--- config.mk ---
export PLATFORM = sky130hd
export DESIGN_NAME = fetch_queue
export DESIGN_NICKNAME = d
export VERILOG_FILES = /design/src/rtl/fetch_queue.sv
export SDC_FILE = /design/constraint.sdc
export NUM_CORES = 1
export LEC_CHECK = 0
export ABC_CLOCK_PERIOD_IN_PS = 5850
export BUFFER_PORTS_ARGS = -buffer_cell sky130_fd_sc_hd__buf_2
export CAP_MARGIN = 20
export CORE_UTILIZATION = 29
export DETAILED_ROUTE_END_ITERATION = 12
export PLACE_DENSITY = 0.56
export SLEW_MARGIN = 20
export SYNTH_ARGS = -nofsm -noshare
export SYNTH_HDL_FRONTEND = slang
export SYNTH_SLANG_ARGS = --single-unit
--- constraint.sdc ---
create_clock -name clk -period 5.85 [get_ports clk]
set_input_delay 0.585 -clock clk [delete_from_list [all_inputs] [get_ports clk]]
set_output_delay 0.585 -clock clk [all_outputs]
set_load 0.005 [all_outputs]
--- src/rtl/fetch_queue.sv ---
// fetch_queue: PC-driven instruction fetch FIFO with a two-state fetch/stall controller
// Optional macro FETCH_BYPASS_EN: an accepted response reaching an empty queue is shown on the head outputs in the same cycle.
module fetch_queue #(
  parameter int          DEPTH_LOG2 = 2,
  parameter logic [31:0] RESET_PC   = 32'h0
) (
  input  logic                  clk,
  input  logic                  rst,
  input  logic                  rdy,
  input  logic                  rob_clear,
  input  logic [31:0]           back_pc,
  output logic                  start_fetch,
  output logic [31:0]           pc,
  input  logic                  instr_ready_in,
  input  logic [31:0]           instr_in,
  input  logic [31:0]           instr_addr_in,
  input  logic [31:0]           pred_pc_in,
  output logic                  instr_valid,
  output logic [31:0]           instr,
  output logic [31:0]           instr_addr,
  output logic [31:0]           instr_pred_pc,
  input  logic                  instr_issued,
  output logic [DEPTH_LOG2:0]   count
);
  localparam int DEPTH = 1 << DEPTH_LOG2;
  localparam int CW = DEPTH_LOG2 + 1;
  localparam logic [CW-1:0] FULL = CW'(DEPTH);
  typedef enum logic {FETCH, STALL} state_t;
  state_t                state_q, state_d;
  logic                  start_q;
  logic [95:0]           mem_q [DEPTH];
  logic [DEPTH_LOG2-1:0] rd_q, wr_q;
  logic [CW-1:0]         count_q, count_d;
  logic [31:0]           pc_q, pc_d;
  logic                  clr, acc, byp, push, pop, stored;
  // rdy low gates every state-changing event, so all registers hold
  assign clr    = rdy & rob_clear;
  assign acc    = rdy & ~rob_clear & instr_ready_in & start_q & (instr_addr_in == pc_q);
  assign stored = count_q != '0;
`ifdef FETCH_BYPASS_EN
  assign byp    = ~stored & acc;
`else
  assign byp    = 1'b0;
`endif
  // a bypassed response consumed in the same cycle never needs a slot
  assign push   = acc & ~(byp & instr_issued);
  assign pop    = rdy & ~rob_clear & instr_issued & stored;
  // next occupancy, fetch PC and fetch state
  always_comb begin
    count_d = clr ? '0 : (push & ~pop) ? count_q + CW'(1) : (pop & ~push) ? count_q - CW'(1) : count_q;
    pc_d    = clr ? back_pc : acc ? pred_pc_in : pc_q;
    state_d = (count_d == FULL) ? STALL : FETCH;
  end
  // control registers: pointers, occupancy, PC and fetch FSM with registered start_fetch
  always_ff @(posedge clk) begin
    if (rst) begin
      rd_q    <= '0;
      wr_q    <= '0;
      count_q <= '0;
      pc_q    <= RESET_PC;
      state_q <= FETCH;
      start_q <= 1'b1;
    end else begin
      rd_q    <= clr ? '0 : pop ? rd_q + DEPTH_LOG2'(1) : rd_q;
      wr_q    <= clr ? '0 : push ? wr_q + DEPTH_LOG2'(1) : wr_q;
      count_q <= count_d;
      pc_q    <= pc_d;
      state_q <= state_d;
      start_q <= state_d == FETCH;
    end
  end
  // entry storage; contents are only meaningful below the occupancy count
  always_ff @(posedge clk) begin
    if (push) mem_q[wr_q] <= {instr_in, instr_addr_in, pred_pc_in};
  end
  assign start_fetch = start_q;
  assign pc          = pc_q;
  assign count       = count_q;
  assign instr_valid = stored | byp;
  assign {instr, instr_addr, instr_pred_pc} = stored ? mem_q[rd_q] : byp ? {instr_in, instr_addr_in, pred_pc_in} : 96'd0;
endmodule

[Word-level counts from Yosys, hierarchy flattened]
Memories as Yosys holds them, arrays and structs flattened. A register that Yosys moved wholly into a read port is not among the register bits.
Cells that the tools add are included.
Cells by class
  $lt $le $gt $ge: 0
  reductions and logical operators: 3
  multiply operators: 0
  bitwise operators: 13
  divide/modulo/power cells: 0
  shifts and indexed selects: 0
  eq/ne operators: 2
  multiplexer cells: 11
  add/sub/neg operators: 4
Operator list (number)
  $mux 96: 1
  $mux 32: 2
  $eq 32x32->1: 1
  $and 1x1->1: 9
  $mux 3: 3
  $add 2x1->2 const B: 2
  $mux 2: 2
  $not 1->1: 4
  $add 3x1->3 const B: 1
  $eq 3x3->1 const B: 1
  $mux 1: 3
  $reduce_bool 3->1: 1
  $sub 3x1->3 const B: 1
  $reduce_bool 2->1: 1
  $reduce_or 2->1: 1
Storage, ports and cells
  bits in latches: 0
  flip-flop bits (word level): 40
  bits in read-only memories: 0
  memories: 1
  logic and storage cells: 39
  memory bits (writable): 384
  bits of input ports: 134
  output and inout bits: 133
Memory list
  mem_q: depth 4, bits a word 96, read ports 1, clocked after Yosys merged registers in 1, write ports 1, RTL line 31  | logic [95:0] mem_q [DEPTH];

[Longest topological paths before layout]
  word-level depth: 13
  gate-level depth with buffers: 8
  gate-level depth less buffers: 8

[Least setup slack after synthesis]
No wires, ideal clock.
  path kind: input-to-reg
  from: input instr_addr_in[16]
  to: memory mem_q[0][0] (enable)
  buffers on the path: 0
  data arrival time: 3762 ps
  slack: 1622 ps
  stages: 5
  data required time: 5384 ps
  setup time: 466 ps
  cells stage by stage: xor2_1 > nor4_2 > nand2_1 > nor4_1 > and2_1
On the way
  longest elaborated chain between the ends: 4
Ends and longest elaborated chain
  start: declaration: RTL line 16  | input logic [31:0] instr_addr_in,
  $eq 32x32->1: RTL line 38  | assign acc = rdy & ~rob_clear & instr_ready_in & start_q & (instr_addr_in == pc_q);
  $and 1x1->1: RTL line 38
  $mux 1: RTL line 74  | if (push) mem_q[wr_q] <= {instr_in, instr_addr_in, pred_pc_in};
  $mux 1 (not written as such): RTL line 74
  end: declaration: RTL line 31
No other way between the ends.

==> flow_metrics.py <==
metrics = {
    "floorplan": {
        "start_util_pct": 29.6,
        "floorplan.io_pins": 267,
        "placement_rows": 87,
        "die_width_um": 243,
        "die_area_um2": 58900,
        "die_h_um": 243,
        "total_core_area_um2": 56800,
    },
    "cts": {
        "post_cts_resized": 0,
        "cts_tree": "built",
        "worst_case_clock_buffer_depth": 3,
        "post_cts_buffers": 0,
        "cts.sinks": 426,
        "tritoncts.num_buffers": 46,
        "clkSlewWorstSetupHoldPaths_ns": 0.06,
        "clock_latency_ns": 0.57,
        "htree_num_levels": 2,
        "clk_root_buffer_cell": "sky130_fd_sc_hd__clkbuf_16",
        "cts_hold_fix_bufs": 0,
    },
    "sta": {
        "final.min_clock_period_ns": 3.66,
        "fmax_ghz": 0.273,
        "fin_ws_ns": 2.19,
        "rsz0062_at_grt": "false",
        "fin_worst_skew_ns": 0.0251,
        "final.setup.tns_ns": 0,
        "layout_worst_path_cycle_share_pct": 62.5,
        "setup_viol_count_final": 0,
        "worst-slew-pin-transition_ns": 0.990,
        "maxSlewViolCount": 0,
        "total_count_of_hold_check_failures_in_the_final_report": 0,
        "slew_headroom_pct": 34.0,
    },
    "worst_setup_path": {
        "reg2reg_from": "pc[18]",
        "worstPathRequired_ns": 5.27,
        "crit_path_start_kind": "register",
        "timing.critical_path.fanout_max": 53,
        "endpoint": "instr[21]",
        "timing_worst_setup_path_type": "reg2out",
        "regToRegSetupSlack_ns": 2.24,
        "timing.reg2reg.worst_path_depth": 6,
        "critical_path_arrival_ns": 3.07,
        "critPathCaptureType": "output port",
        "regToRegEndpoint": "mem_q[3][0]",
    },
    "synthesis": {
        "post_synth.cell_area_avg_um2": 19.6,
        "yosys_warning_total": 0,
        "synth_ff_type": "sky130_fd_sc_hd__edfxtp_1",
        "synthArstFlopShare_pct": 0,
        "number_of_flops_mapped_to_enable_cells_by_yosys": 384,
        "synth_top_cell_area_share_pct": 68.7,
        "synthesis.nets": 999,
        "synth_area_leaders": "sky130_fd_sc_hd__edfxtp_1 (69%), sky130_fd_sc_hd__mux4_2 (13%), sky130_fd_sc_hd__dfxtp_1 (5.0%)",
        "yosys.area.top_type": "sky130_fd_sc_hd__edfxtp_1",
        "post_synth_inst_count": 858,
        "yosysSeqAreaShare_pct": 73.7,
        "synth_cell_types": 31,
        "ys_seq_elements": 426,
        "yosys.cell_count.top_type": "sky130_fd_sc_hd__edfxtp_1",
        "synthTopCellsByCount": "sky130_fd_sc_hd__edfxtp_1 (384), sky130_fd_sc_hd__and2_1 (100), sky130_fd_sc_hd__mux4_2 (96), sky130_fd_sc_hd__dfxtp_1 (42), sky130_fd_sc_hd__nor2_1 (41)",
        "synth_area_um2": 16800,
    },
    "power": {
        "peak_supply_drop_mv": 0.202,
        "power-per-cell-area_nw_per_um2": 311,
        "leakagePower_nw": 7.10,
    },
    "drt": {
        "drt_drc_violations_left": 0,
        "detail_route.wl_per_cell_um": 23.0,
        "detailroute.via_count": 8823,
        "totalWireLength_mm": 44.5,
        "ant_nets": 0,
        "firstDrtPassIters": 6,
        "drt_iter0_drc": 511,
        "viasPerCell": 4.57,
    },
    "grt": {
        "global_route_wire_length_before_repair_mm": 63.9,
        "grt_start_max_net_pins": 66,
        "overflow": 0,
        "grt_pass1_vias": 8963,
        "antenna_found_initial": 8,
        "track_usage_pct": 15.0,
    },
    "run": {
        "max_cap_violations": 0,
    },
    "placed_design": {
        "place_hpwl_mm": 29.3,
        "gp_congestion": 0.731,
        "place_worst_setup_slack_ns": 1.88,
        "port_buffers": 266,
    },
    "cells_and_area": {
        "fin_nets": 1276,
        "layout-drive-gt1-share_pct": 38.4,
        "syn2layout_area_growth_pct": 22.1,
    },
    "status": {
        "run_status": "completed",
    },
    "min_path": {
        "hold_path_class": "in2reg",
    },
}
[per-stage QoR]
stage	util, %	power, W	hold WS [ns]	area, µm²	cells
floorplan	-	0.00345	0.485	16800	858
global placement	33.4	0.00359	0.498	19000	1842
detailed placement	33.5	0.00359	0.521	19000	1843
CTS	36.1	0.00647	0.195	20500	1928
global route	36.1	0.00659	0.207	20500	1929
finish	36.1	0.00638	0.238	20500	1931
[critical path, stage by stage, from the launching register on]
cell	delay, ns
sky130_fd_sc_hd__dfxtp_4	1.00
sky130_fd_sc_hd__buf_12	0.45
sky130_fd_sc_hd__mux4_2	0.60
sky130_fd_sc_hd__and2_1	0.21
sky130_fd_sc_hd__buf_2	0.13
[cell families (layout without fill, tap and decap cells)]
logic type / after synthesis / count (layout) / synth area share [%]
DFF: 426 / 426 / 73.7
and+or+nand+nor: 169 / 169 / 5.73
muxes: 131 / 131 / 15.0
buffers and inverters: 53 / 367 / 1.62
xor gates and xnor gates: 37 / 37 / 1.93
AOI/OAI and AO/OA: 35 / 35 / 1.58
adders and majority gates: 7 / 7 / 0.521
other: 0 / 3 / 0
[placed cells by master (no fill, tap or decap), types with 2 or more instances in the layout]
cell type / Yosys / routed
sky130_fd_sc_hd__clkbuf_1: 31 / 8
sky130_fd_sc_hd__xor2_1: 29 / 29
sky130_fd_sc_hd__nand2_1: 8 / 6
sky130_fd_sc_hd__clkbuf_8: 0 / 2
sky130_fd_sc_hd__nor4_1: 6 / 6
sky130_fd_sc_hd__nor4_2: 2 / 2
sky130_fd_sc_hd__clkbuf_16: 0 / 49
sky130_fd_sc_hd__dfxtp_1: 42 / 40
sky130_fd_sc_hd__ha_1: 7 / 7
sky130_fd_sc_hd__inv_1: 5 / 5
sky130_fd_sc_hd__clkinv_1: 0 / 12
sky130_fd_sc_hd__clkinv_4: 0 / 4
sky130_fd_sc_hd__nand3_1: 2 / 2
sky130_fd_sc_hd__nor3_1: 2 / 2
sky130_fd_sc_hd__buf_4: 0 / 5
sky130_fd_sc_hd__diode_2: 0 / 3
sky130_fd_sc_hd__mux4_2: 96 / 96
sky130_fd_sc_hd__and2_1: 100 / 96
sky130_fd_sc_hd__edfxtp_1: 384 / 384
sky130_fd_sc_hd__clkinv_2: 0 / 6
sky130_fd_sc_hd__buf_12: 3 / 5
sky130_fd_sc_hd__bufinv_16: 0 / 3
sky130_fd_sc_hd__xnor2_1: 8 / 8
sky130_fd_sc_hd__dfxtp_4: 0 / 2
sky130_fd_sc_hd__nor2_1: 41 / 41
sky130_fd_sc_hd__and3_1: 2 / 2
sky130_fd_sc_hd__a211oi_1: 33 / 33
sky130_fd_sc_hd__buf_2: 10 / 266
sky130_fd_sc_hd__and2_4: 0 / 4
sky130_fd_sc_hd__mux2i_1: 34 / 34
[registers in the layout, indices dropped and copies added (netlist names), named ones only]
signal and cells:
start_fetch 1, wr_q 2, pc 32, rd_q 2, count 3, mem_q 384
[layer usage]
layer	wire (µm)	track usage, %	share of wire (%)
met3	2540	3.66	5.7
met5	40	0	0.090
met1	19900	20.7	45
met4	1090	4.25	2.5
met2	20900	23.4	47
[how the worst min path moves through the flow]
| stage | from | to | slack [ns] | cells after the start |
|---|---|---|---|---|
| floorplan | rd_q[1] | register | 0.48 | 2 |
| finish | instr_in[26] | mem_q[1][90] | 0.24 | 1 |
| CTS | instr_in[29] | mem_q[1][93] | 0.19 | 1 |
| detailed placement | rd_q[1] | register | 0.52 | 2 |
| global route | instr_in[19] | mem_q[1][83] | 0.21 | 1 |
| global placement | rd_q[1] | register | 0.50 | 2 |
[cell type report]
| cell class | instances | area [µm²] |
|---|---|---|
| flip-flops and latches | 426 | 12400 |
| fillers | 5424 | 36300 |
| repair buffers | 277 | 1500 |
| clock inverters | 26 | 209 |
| inverters | 5 | 18.8 |
| multi-input cells | 379 | 4170 |
| clock buffers | 59 | 1280 |
| well taps | 756 | 946 |
| diodes | 3 | 7.51 |
[power by group]
group	switching (W)	internal, W	leakage (nW)
registers	0.0000261	0.00333	3.80
clock network	0.00117	0.00168	0.733
logic	0.000106	0.0000671	2.57
(Power assumes the default switching activity.)
